$ cat src/rtl/uart_pkg.sv
// Shared definitions for the UART transmit path.
// Holds the parity_type encodings, the frame FSM state type and the minimum
// supported data length. No ports; imported by every UART TX file.
package uart_pkg;

  // parity_type encodings; 2'b11 behaves as "no parity"
  localparam logic [1:0] PAR_NONE     = 2'b00;
  localparam logic [1:0] PAR_ODD      = 2'b01;
  localparam logic [1:0] PAR_EVEN     = 2'b10;
  localparam logic [1:0] PAR_NONE_ALT = 2'b11;

  // Smallest data length a frame may carry; shorter requests are raised to it
  localparam int DATA_MIN = 5;

  // Frame FSM: the state names the bit currently on the line
  typedef enum logic [2:0] {
    ST_IDLE   = 3'd0,
    ST_START  = 3'd1,
    ST_DATA   = 3'd2,
    ST_PARITY = 3'd3,
    ST_STOP   = 3'd4
  } tx_state_t;

endpackage

$ cat src/rtl/uart_parity_gen.sv
// Parity bit generator for one UART frame.
// Ports:
//   data    in  DATA_W  frame payload
//   len     in  LEN_W   number of valid payload bits (already clamped)
//   ptype   in  2       parity_type encoding from uart_pkg
//   par_bit out 1       parity bit value to transmit
//   par_en  out 1       high when the frame carries a parity bit
module uart_parity_gen
  import uart_pkg::*;
#(
  parameter int DATA_W = 9,
  parameter int LEN_W  = $clog2(DATA_W + 1)
) (
  input  logic [DATA_W-1:0] data,
  input  logic [LEN_W-1:0]  len,
  input  logic [1:0]        ptype,
  output logic              par_bit,
  output logic              par_en
);

  // XOR of the low n bits only; bits at or above n must not influence parity
  function automatic logic masked_xor(input logic [DATA_W-1:0] d,
                                      input logic [LEN_W-1:0]  n);
    logic acc;
    acc = 1'b0;
    for (int i = 0; i < DATA_W; i++) begin
      if (i < int'(n)) begin
        acc = acc ^ d[i];
      end else begin
        acc = acc;
      end
    end
    return acc;
  endfunction

  logic xor_s;

  // Parity bit selection: odd inverts the data XOR so the total ones count is odd
  always_comb begin
    xor_s   = masked_xor(data, len);
    par_bit = 1'b0;
    par_en  = 1'b0;
    case (ptype)
      PAR_ODD: begin
        par_en  = 1'b1;
        par_bit = ~xor_s;
      end
      PAR_EVEN: begin
        par_en  = 1'b1;
        par_bit = xor_s;
      end
      PAR_NONE, PAR_NONE_ALT: begin
        par_en  = 1'b0;
        par_bit = 1'b0;
      end
      default: begin
        par_en  = 1'b0;
        par_bit = 1'b0;
      end
    endcase
  end

endmodule

$ cat src/rtl/uart_tx_frame_piso.sv
// UART transmit serialiser with runtime data length, parity, 1/2 stop bits
// and a one-deep holding register for back-to-back frames.
// Ports:
//   baud_clk    in  1       one tick per bit period
//   reset_n     in  1       asynchronous active-low reset
//   send        in  1       frame request, taken on an edge with send && ready
//   reg_data    in  DATA_W  payload, LSB first on the line
//   data_len    in  LEN_W   data bits per frame, clamped to [DATA_MIN, DATA_W]
//   parity_type in  2       none / odd / even / none
//   stop_bits   in  1       0 = one stop bit, 1 = two
//   data_tx     out 1       serial line, idle high
//   active_flag out 1       high while a frame bit is driven
//   done_flag   out 1       one-cycle pulse after the last stop bit
//   ready       out 1       holding register empty
module uart_tx_frame_piso
  import uart_pkg::*;
#(
  parameter int DATA_W = 9,
  parameter int LEN_W  = $clog2(DATA_W + 1)
) (
  input  logic              baud_clk,
  input  logic              reset_n,
  input  logic              send,
  input  logic [DATA_W-1:0] reg_data,
  input  logic [LEN_W-1:0]  data_len,
  input  logic [1:0]        parity_type,
  input  logic              stop_bits,
  output logic              data_tx,
  output logic              active_flag,
  output logic              done_flag,
  output logic              ready
);

  // Clamp applied once at accept so the counter never sees an illegal length
  function automatic logic [LEN_W-1:0] clamp_len(input logic [LEN_W-1:0] len);
    if (len < LEN_W'(DATA_MIN)) begin
      return LEN_W'(DATA_MIN);
    end else if (len > LEN_W'(DATA_W)) begin
      return LEN_W'(DATA_W);
    end else begin
      return len;
    end
  endfunction

  tx_state_t         state_r;
  logic [DATA_W-1:0] shift_r;
  logic [LEN_W-1:0]  bit_cnt_r;
  logic              par_bit_r;
  logic              par_en_r;
  logic              stop2_r;
  logic              stop_cnt_r;
  logic [DATA_W-1:0] hold_data_r;
  logic [LEN_W-1:0]  hold_len_r;
  logic [1:0]        hold_ptype_r;
  logic              hold_stop_r;
  logic              ready_r;      // 1 = holding register empty
  logic              data_tx_r;
  logic              active_r;
  logic              done_r;

  logic              accept_s;
  logic              last_stop_s;
  logic              start_load_s;
  logic              to_hold_s;
  logic [DATA_W-1:0] load_data_s;
  logic [LEN_W-1:0]  load_len_s;
  logic [1:0]        load_ptype_s;
  logic              load_stop_s;
  logic              load_par_bit_s;
  logic              load_par_en_s;

  // Load source: a full holding register always wins over the live inputs
  always_comb begin
    accept_s    = send && ready_r;
    last_stop_s = (state_r == ST_STOP) && !stop_cnt_r;
    if (ready_r) begin
      load_data_s  = reg_data;
      load_len_s   = clamp_len(data_len);
      load_ptype_s = parity_type;
      load_stop_s  = stop_bits;
    end else begin
      load_data_s  = hold_data_r;
      load_len_s   = hold_len_r;
      load_ptype_s = hold_ptype_r;
      load_stop_s  = hold_stop_r;
    end
    // New frame enters the shifter from IDLE or seamlessly at the last stop edge
    start_load_s = ((state_r == ST_IDLE) && accept_s) ||
                   (last_stop_s && (!ready_r || send));
    to_hold_s    = accept_s && !start_load_s;
  end

  uart_parity_gen #(
    .DATA_W (DATA_W),
    .LEN_W  (LEN_W)
  ) u_parity (
    .data    (load_data_s),
    .len     (load_len_s),
    .ptype   (load_ptype_s),
    .par_bit (load_par_bit_s),
    .par_en  (load_par_en_s)
  );

  // Frame FSM, shifter, bit counter, holding register and registered outputs
  always_ff @(posedge baud_clk or negedge reset_n) begin
    if (!reset_n) begin
      state_r      <= ST_IDLE;
      shift_r      <= '0;
      bit_cnt_r    <= '0;
      par_bit_r    <= 1'b0;
      par_en_r     <= 1'b0;
      stop2_r      <= 1'b0;
      stop_cnt_r   <= 1'b0;
      hold_data_r  <= '0;
      hold_len_r   <= '0;
      hold_ptype_r <= 2'b00;
      hold_stop_r  <= 1'b0;
      ready_r      <= 1'b1;
      data_tx_r    <= 1'b1;
      active_r     <= 1'b0;
      done_r       <= 1'b0;
    end else begin
      done_r <= 1'b0;
      if (to_hold_s) begin
        hold_data_r  <= reg_data;
        hold_len_r   <= clamp_len(data_len);
        hold_ptype_r <= parity_type;
        hold_stop_r  <= stop_bits;
        ready_r      <= 1'b0;
      end
      if (start_load_s) begin
        // Start bit goes out from this edge; holding register frees up here
        state_r   <= ST_START;
        shift_r   <= load_data_s;
        bit_cnt_r <= load_len_s - LEN_W'(1);
        par_bit_r <= load_par_bit_s;
        par_en_r  <= load_par_en_s;
        stop2_r   <= load_stop_s;
        ready_r   <= 1'b1;
        data_tx_r <= 1'b0;
        active_r  <= 1'b1;
        done_r    <= last_stop_s;
      end else begin
        case (state_r)
          ST_IDLE: begin
            data_tx_r <= 1'b1;
            active_r  <= 1'b0;
          end
          ST_START: begin
            state_r   <= ST_DATA;
            data_tx_r <= shift_r[0];
            shift_r   <= shift_r >> 1;
          end
          ST_DATA: begin
            if (bit_cnt_r == '0) begin
              if (par_en_r) begin
                state_r   <= ST_PARITY;
                data_tx_r <= par_bit_r;
              end else begin
                state_r    <= ST_STOP;
                data_tx_r  <= 1'b1;
                stop_cnt_r <= stop2_r;
              end
            end else begin
              bit_cnt_r <= bit_cnt_r - LEN_W'(1);
              data_tx_r <= shift_r[0];
              shift_r   <= shift_r >> 1;
            end
          end
          ST_PARITY: begin
            state_r    <= ST_STOP;
            data_tx_r  <= 1'b1;
            stop_cnt_r <= stop2_r;
          end
          ST_STOP: begin
            if (stop_cnt_r) begin
              stop_cnt_r <= 1'b0;
            end else begin
              state_r   <= ST_IDLE;
              data_tx_r <= 1'b1;
              active_r  <= 1'b0;
              done_r    <= 1'b1;
            end
          end
          default: begin
            state_r   <= ST_IDLE;
            data_tx_r <= 1'b1;
            active_r  <= 1'b0;
          end
        endcase
      end
    end
  end

  assign data_tx     = data_tx_r;
  assign active_flag = active_r;
  assign done_flag   = done_r;
  assign ready       = ready_r;

endmodule

$ cat config.mk
export PLATFORM = sky130hd
export DESIGN_NAME = uart_tx_frame_piso
export DESIGN_NICKNAME = d
export VERILOG_FILES = /design/src/rtl/uart_pkg.sv /design/src/rtl/uart_parity_gen.sv /design/src/rtl/uart_tx_frame_piso.sv
export SDC_FILE = /design/constraint.sdc
export NUM_CORES = 1
export LEC_CHECK = 0
export ABC_AREA = 1
export BUFFER_PORTS_ARGS = -buffer_cell sky130_fd_sc_hd__buf_2
export CAP_MARGIN = 10
export CORE_UTILIZATION = 35
export DETAILED_ROUTE_END_ITERATION = 10
export RECOVER_POWER = 100
export SETUP_SLACK_MARGIN = 0.2
export SLEW_MARGIN = 15
export SYNTH_ARGS = -nofsm -noshare
export SYNTH_HDL_FRONTEND = slang
export SYNTH_HIERARCHICAL = 1
export SYNTH_SLANG_ARGS = --single-unit
export TNS_END_PERCENT = 1
$ cat constraint.sdc
create_clock -name baud_clk -period 2.6 [get_ports baud_clk]
set_clock_uncertainty 0.2 [all_clocks]
set_input_delay 0 -clock baud_clk [delete_from_list [all_inputs] [get_ports baud_clk]]
set_output_delay 0 -clock baud_clk [all_outputs]
set_load 0.02 [all_outputs]
# Word level (Yosys, flattened, before mapping)
# Cells that the tools add are included.
classes:
  n_addsub: 2
  n_lt_le_gt_ge: 11
  n_eq_ne: 15
  mux: 44
  bitwise: 10
  reduce_logical: 25
ops:
  columns: ["op", "count"]
  rows:
  - ["2-to-1 mux 9 bit", 3]
  - ["2-to-1 mux 4 bit", 6]
  - ["2-to-1 mux 1 bit", 23]
  - ["case mux 9 bit (2 select lines)", 1]
  - ["< comparator 3 x 4 -> 1 bit (first input constant)", 4]
  - ["case mux 3 bit (5 select lines)", 1]
  - ["2-to-1 mux 3 bit", 4]
  - ["!= test 3 bit (second input constant)", 3]
  - ["case mux 1 bit (3 select lines)", 3]
  - ["< comparator 1 x 4 -> 1 bit (first input constant)", 2]
  - ["< comparator 2 x 4 -> 1 bit (first input constant)", 2]
  - ["!= test 2 bit (second input constant)", 4]
  - ["subtractor 4 x 1 -> 4 bit (second input constant)", 2]
  - ["XOR 1 bit", 8]
  - ["== test 3 x 2 -> 1 bit (second input constant)", 2]
  - ["AND reduction 2 bit", 3]
  - ["nonzero test 3 bit", 2]
  - ["logical AND 1 bit", 5]
  - ["== test 2 bit (second input constant)", 2]
  - ["greater-than comparator 4 bit (second input constant)", 1]
  - ["zero test 4 bit", 1]
  - ["< comparator 4 x 3 -> 1 bit (second input constant)", 1]
  - ["< comparator 4 bit (first input constant)", 1]
  - ["case mux 1 bit (2 select lines)", 2]
  - ["15 further kinds", 21]
word_totals:
  register_bits: 40
  in_bits: 19
  word_cells: 122

# Depth between registers and ports, before layout
depth:
  depth_word: 24
  mapped_depth: 21
  mapped_depth_nobuf: 21

# Hierarchy
# Netlist, hierarchy kept.
modules_own_cells:
  columns: ["module", "n_inst", "cells_per_inst", "area_each_um2"]
  rows:
  - ["uart_tx_frame_piso", 1, 265, 2025.7]
  - ["uart_parity_gen", 1, 64, 287.8]

# Least setup slack after synthesis
# Ideal clock, no wire load.
synth_path:
  path_type: "register to register"
  from: "register ready_r (netlist: ready)"
  to: "register par_bit_r"
  setup_time_ns: 0.126
  arrival_time_ns: 2.123
  slack_ns: 0.151
  path_stages_with_launch: 19
  n_path_buf: 1
  period_less_slack_ns: 2.449
  path_cell_list: "dfstp_2 -> inv_1 -> buf_2 -> a21oi_1 -> inv_1 -> nand2_2 -> nand2_1 -> nand3_1 -> nand2_1 -> nand3_1 -> nand2_1 -> nand2_1 -> nand2_1 -> nand2_1 -> nand2_1 -> nand2_1 -> nand2_1 -> nand2_1 -> o21ai_0"
synth_via:
  elab_chain_cells: 21
  word_cells_on_any_way: 42
  cone_classes: "order compare: 9; eq/ne: 3; mux: 13; bitwise: 9; reduce/logical: 8"
synth_rtl:
  columns: ["element", "line", "text"]
  rows:
  - ["from (decl)", "uart_tx_frame_piso.sv:56", "logic ready_r;"]
  - ["from (signal assigned)", "uart_tx_frame_piso.sv:118", "ready_r <= 1'b1;"]
  - ["from (signal assigned)", "uart_tx_frame_piso.sv:129", "ready_r <= 1'b0;"]
  - ["from (signal assigned)", "uart_tx_frame_piso.sv:139", "ready_r <= 1'b1;"]
  - ["2-to-1 mux 4 bit (*)", "uart_tx_frame_piso.sv:76", "if (ready_r) begin"]
  - ["via load_len_s[3]", "uart_tx_frame_piso.sv:66", "logic [LEN_W-1:0] load_len_s;"]
  - ["< comparator 1 x 4 -> 1 bit", "uart_parity_gen.sv:27", "if (i < int'(n)) begin"]
  - ["2-to-1 mux 1 bit", "uart_parity_gen.sv:27", null]
  - ["XOR 1 bit", "uart_parity_gen.sv:28", "acc = acc ^ d[i];"]
  - ["2-to-1 mux 1 bit", "uart_parity_gen.sv:27", null]
  - ["XOR 1 bit", "uart_parity_gen.sv:28", null]
  - ["2-to-1 mux 1 bit", "uart_parity_gen.sv:27", null]
  - ["[7 not listed]", null, null]
  - ["2-to-1 mux 1 bit", "uart_parity_gen.sv:27", null]
  - ["XOR 1 bit", "uart_parity_gen.sv:28", null]
  - ["2-to-1 mux 1 bit", "uart_parity_gen.sv:27", null]
  - ["XOR 1 bit", "uart_parity_gen.sv:28", null]
  - ["2-to-1 mux 1 bit (*)", "uart_parity_gen.sv:27", null]
  - ["NOT 1 bit", "uart_parity_gen.sv:46", "par_bit = ~xor_s;"]
  - ["case mux 1 bit (3 select lines) (*)", "uart_parity_gen.sv:43", "case (ptype)"]
  - ["via load_par_bit_s", "uart_tx_frame_piso.sv:69", "logic load_par_bit_s;"]
  - ["to (signal assigned)", "uart_tx_frame_piso.sv:136", "par_bit_r <= load_par_bit_s;"]
  - ["to (decl)", "uart_tx_frame_piso.sv:48", "logic par_bit_r;"]
# Mark *: on every way through the listed nets, which the timed path passes. The rest lies on a longest branch.
# A chain may end at the register's enable or synchronous reset.

# Worst setup path in the final report
# Same ends and word-level chain as after synthesis.

==> results by group <==
STA
  – Unrepaired setup endpoints after global routing: true
  – Slew at the pin with the worst max-slew slack: about 1 ns
  – Hold violation count in the final report: 0
  – Slew Viols, Final: 0
  – Headroom to the max-slew limit: 0.333
  – Final Critical Period: between 2 and 2.5 ns
  – Final cycle utilization of the critical path: 0.935
  – Final number of setup-violating endpoints: 0
  – Highest clock frequency the design can meet: 411 MHz

Detailed routing
  – Detailed router's first-iteration violation count: 119
  – Detail Route Antenna Nets: 0
  – Final wirelength: between 5000 and 6000 um
  – Total via count in the routed design: about 2200
  – First-pass iteration count of the detailed router: 4
  – Post-route DRC violation count: 0
  – Ratio of routed vias to standard cells: approximately 4.8
  – Routed wirelength normalized by instance count: 11.3 um

Logic synthesis
  – Syn_area_per_cell: between 7 and 8 um^2
  – Sequential area share after synthesis: 0.434
  – Top area cells in the synthesized netlist: sky130_fd_sc_hd__dfrtp_1, sky130_fd_sc_hd__nand2_1, sky130_fd_sc_hd__inv_1
  – Number of distinct standard cells referenced by the synthesized netlist: 29
  – Total nets after synthesis: ~350
  – Count of state elements after synthesis: 40
  – Post-synth design cell area: ~2300 um^2
  – Cells after Synth: around 330
  – Area share of the largest cell type after synthesis: 0.411
  – Count of synthesis-stage warnings from yosys: 6
  – Cell type with the highest aggregate area in the netlist: sky130_fd_sc_hd__dfrtp_1

Outcome
  – Result of the run: complete, no violations

Setup path
  – CP cell instances: clkinvlp_4, a21oi_4, inv_2, nand2_4, nand3b_1, nand2_2, inv_2, nand2_2, nand2_2, nand2_2, nand2_1, nand2_1, nand2_1, nand2_1, nand2_1, nand2_1, o21ai_1
  – Data arrival time at the worst-slack endpoint: roughly 2.4 ns
  – Crit path launch type: register
  – Critical path's most frequent cell: sky130_fd_sc_hd__nand2_1
  – Endpoint type of the worst setup path: register
  – Critical Path RT: about 2.6 ns
  – Worst-path maximum fanout: 6
  – CP Class: register to register
  – Slowest-stage cell, CP: sky130_fd_sc_hd__dfstp_2
  – Bufs and invs on worst path: 3
  – CP delay by family, top: simple AND/OR/NAND/NOR gates
  – Largest stage delay, worst path: between 0.5 and 0.6 ns
  – Worst Reg2Reg Path Length in Cells: 17
  – Number of logic stages on the critical path including buffering: 17

Global routing
  – First-pass GRT wire length: 8940 um
  – Number of antenna violations at the first check in global routing: 0
  – Largest net degree at the start of global routing: 41
  – Via count of the first global-routing pass: between 1500 and 2000
  – Global route total overflow: 0
  – GR Util All Layers: 0.156

Final layout
  – Area added between synthesis and finish: 28.0%
  – Share of final-layout standard cells stronger than drive strength 1: 0.204
  – Number of nets at the end of the flow: approximately 400
  – Number of non-filler instances in the completed layout: roughly 460
  – Number of diodes added for antenna fixing: 0
  – Fin util: 0.466

CTS
  – CTS Root Cell: sky130_fd_sc_hd__clkbuf_8
  – TritonCTS clock tree: yes
  – Clk_lat worst skew: ~0.29 ns
  – Total CTS buffers: 5
  – Clk sink count: 40
  – Reg clk slew, reported paths: ~0.08 ns
  – Number of H-tree levels: 2
  – Maximum buffer depth of the clock tree: 2

Die
  – Vertical die dimension: 83.3 um
  – Placeable core region: between 6000 and 7000 um^2
  – I/O pins: 23
  – Initial standard-cell utilization of the core: 0.364
  – Horiz. Die Dim: between 80 and 90 um
  – Die area: roughly 6900 um^2
  – Cell row count: 29

Hold path
  – Worst min-delay path class: primary input to asynchronous set/reset pin

Placed design
  – Count of input and output buffers: 22
  – Final HPWL DP: 3530 um
  – Instance count after placement with tap cells included: ~420
  – Routability-driven placement congestion ratio: between 0.8 and 0.9

Power and ir drop
  – Leakage component of the power: approximately 1.5 nW
  – Power density of the placed cells: around 370 nW/um^2
  – Worst IR Drop VDD: about 0.00021 V

Run
  – Number of violations of the max-capacitance limit: 0
-- per-layer routing --
| metal | global-route usage | share of wire | up-vias |
|---|---|---|---|
| met5 | 0 | 0 | - |
| met2 | 0.245 | 0.46 | 36 |
| met3 | 0.0318 | 0.032 | 7 |
| li1 | - | - | 1141 |
| met1 | 0.216 | 0.49 | 1020 |
| met4 | 0.0502 | 0.013 | 0 |
-- Yosys cell counts, drive strengths merged --
master and number:
o21ai 37, dfrtp 38, nand2 128, nor3 1, a21oi 6, buf 6, nand4 3, clkbuf 2
a21boi 1, o211ai 2, dfstp 2, a32o 1, a311oi 1, ha 3, a31oi 1, nand3b 1
xnor2 1, inv 50, nand3 28, nor2 17
-- what timing repair did --
item	4_1_cts	5_1_grt
resized for setup	3	46
buffers inserted	0	4
pin swaps	0	12
hold endpoints to repair	60	0
hold buffers	21	0
endpoints found under the setup margin	1	1
gates cloned	0	2
-- report_power, final --
group	internal (mW)	switching, mW
sequential	0.622	0
clock	0.217	0.211
combinational	0.0302	0.0293
-- final timing paths --
| kind | from | to | slack [ns] |
|---|---|---|---|
| hold reg to reg | active_flag | active_flag | 0.28 |
| min in group baud_clk | active_flag | active_flag | 0.28 |
| max in group asynchronous | reset_n | shift_r[2] | 1.37 |
| hold / removal | reset_n | hold_len_r[0] | 0.21 |
| setup / recovery | ready | par_bit_r | 0.17 |
| setup reg to reg | ready | par_bit_r | 0.17 |
-- state kept, by name (all words and copies together), names as in the netlist --
register / count
active_flag: 1
hold_len_r: 4
hold_data_r: 9
state_r: 3
par_bit_r: 1
shift_r: 9
stop_cnt_r: 1
hold_ptype_r: 2
done_flag: 1
stop2_r: 1
ready: 1
par_en_r: 1
hold_stop_r: 1
bit_cnt_r: 4
data_tx: 1
-- area by class of cell --
cell class	count	area (um^2)
multi-input cells	231	1190
well taps	77	96.3
flip-flops and latches	40	1000
fillers	628	3390
repair buffers	52	388
clock buffers	8	90.1
inverters	50	191
repair inverters	1	5.00
-- logic make-up after synthesis --
group / after synthesis / synth area share
and+or+nand+nor: 178 / 0.330
adders and majority gates: 3 / 0.0162
DFF: 40 / 0.434
AOI/OAI and AO/OA: 49 / 0.115
xor gates and xnor gates: 1 / 0.00379
buffers and inverters: 58 / 0.101
-- metrics by stage --
step / instance area (um^2) / setup slack (ns) / hold slack, ns / setup TNS, ns / power [mW]
6_report: 2960 / 0.168 / 0.209 / 0 / 1.11
4_1_cts: 2810 / 0.226 / 0.198 / 0 / 1.12
5_1_grt: 2960 / -0.00160 / 0.295 / -0.00160 / 1.15
2_1_floorplan: 2320 / 0.265 / -0.496 / 0 / 0.642
3_3_place_gp: 2510 / 0.212 / -0.0172 / 0 / 0.672
3_5_place_dp: 2510 / 0.195 / -0.0203 / 0 / 0.672
-- layout by cell type (no fill, tap or decap), types with 4 or more instances in the layout --
| cell type | Yosys | final |
|---|---|---|
| sky130_fd_sc_hd__nand2_1 | 123 | 111 |
| sky130_fd_sc_hd__inv_1 | 47 | 44 |
| sky130_fd_sc_hd__dfrtp_1 | 38 | 38 |
| sky130_fd_sc_hd__o21ai_0 | 29 | 25 |
| sky130_fd_sc_hd__dlygate4sd3_1 | 0 | 21 |
| sky130_fd_sc_hd__nand3_1 | 26 | 20 |
| sky130_fd_sc_hd__buf_2 | 4 | 16 |
| sky130_fd_sc_hd__nand2_2 | 5 | 15 |
| sky130_fd_sc_hd__nor2_1 | 11 | 10 |
| sky130_fd_sc_hd__nand3_2 | 2 | 8 |
| sky130_fd_sc_hd__o21ai_1 | 7 | 8 |
| sky130_fd_sc_hd__clkbuf_1 | 2 | 8 |
| sky130_fd_sc_hd__clkbuf_8 | 0 | 6 |
| sky130_fd_sc_hd__buf_4 | 1 | 6 |
| sky130_fd_sc_hd__inv_2 | 3 | 5 |
| sky130_fd_sc_hd__a21oi_1 | 6 | 5 |
| sky130_fd_sc_hd__nor2_2 | 4 | 4 |
No activity file was read; power rests on OpenSTA's default activity.
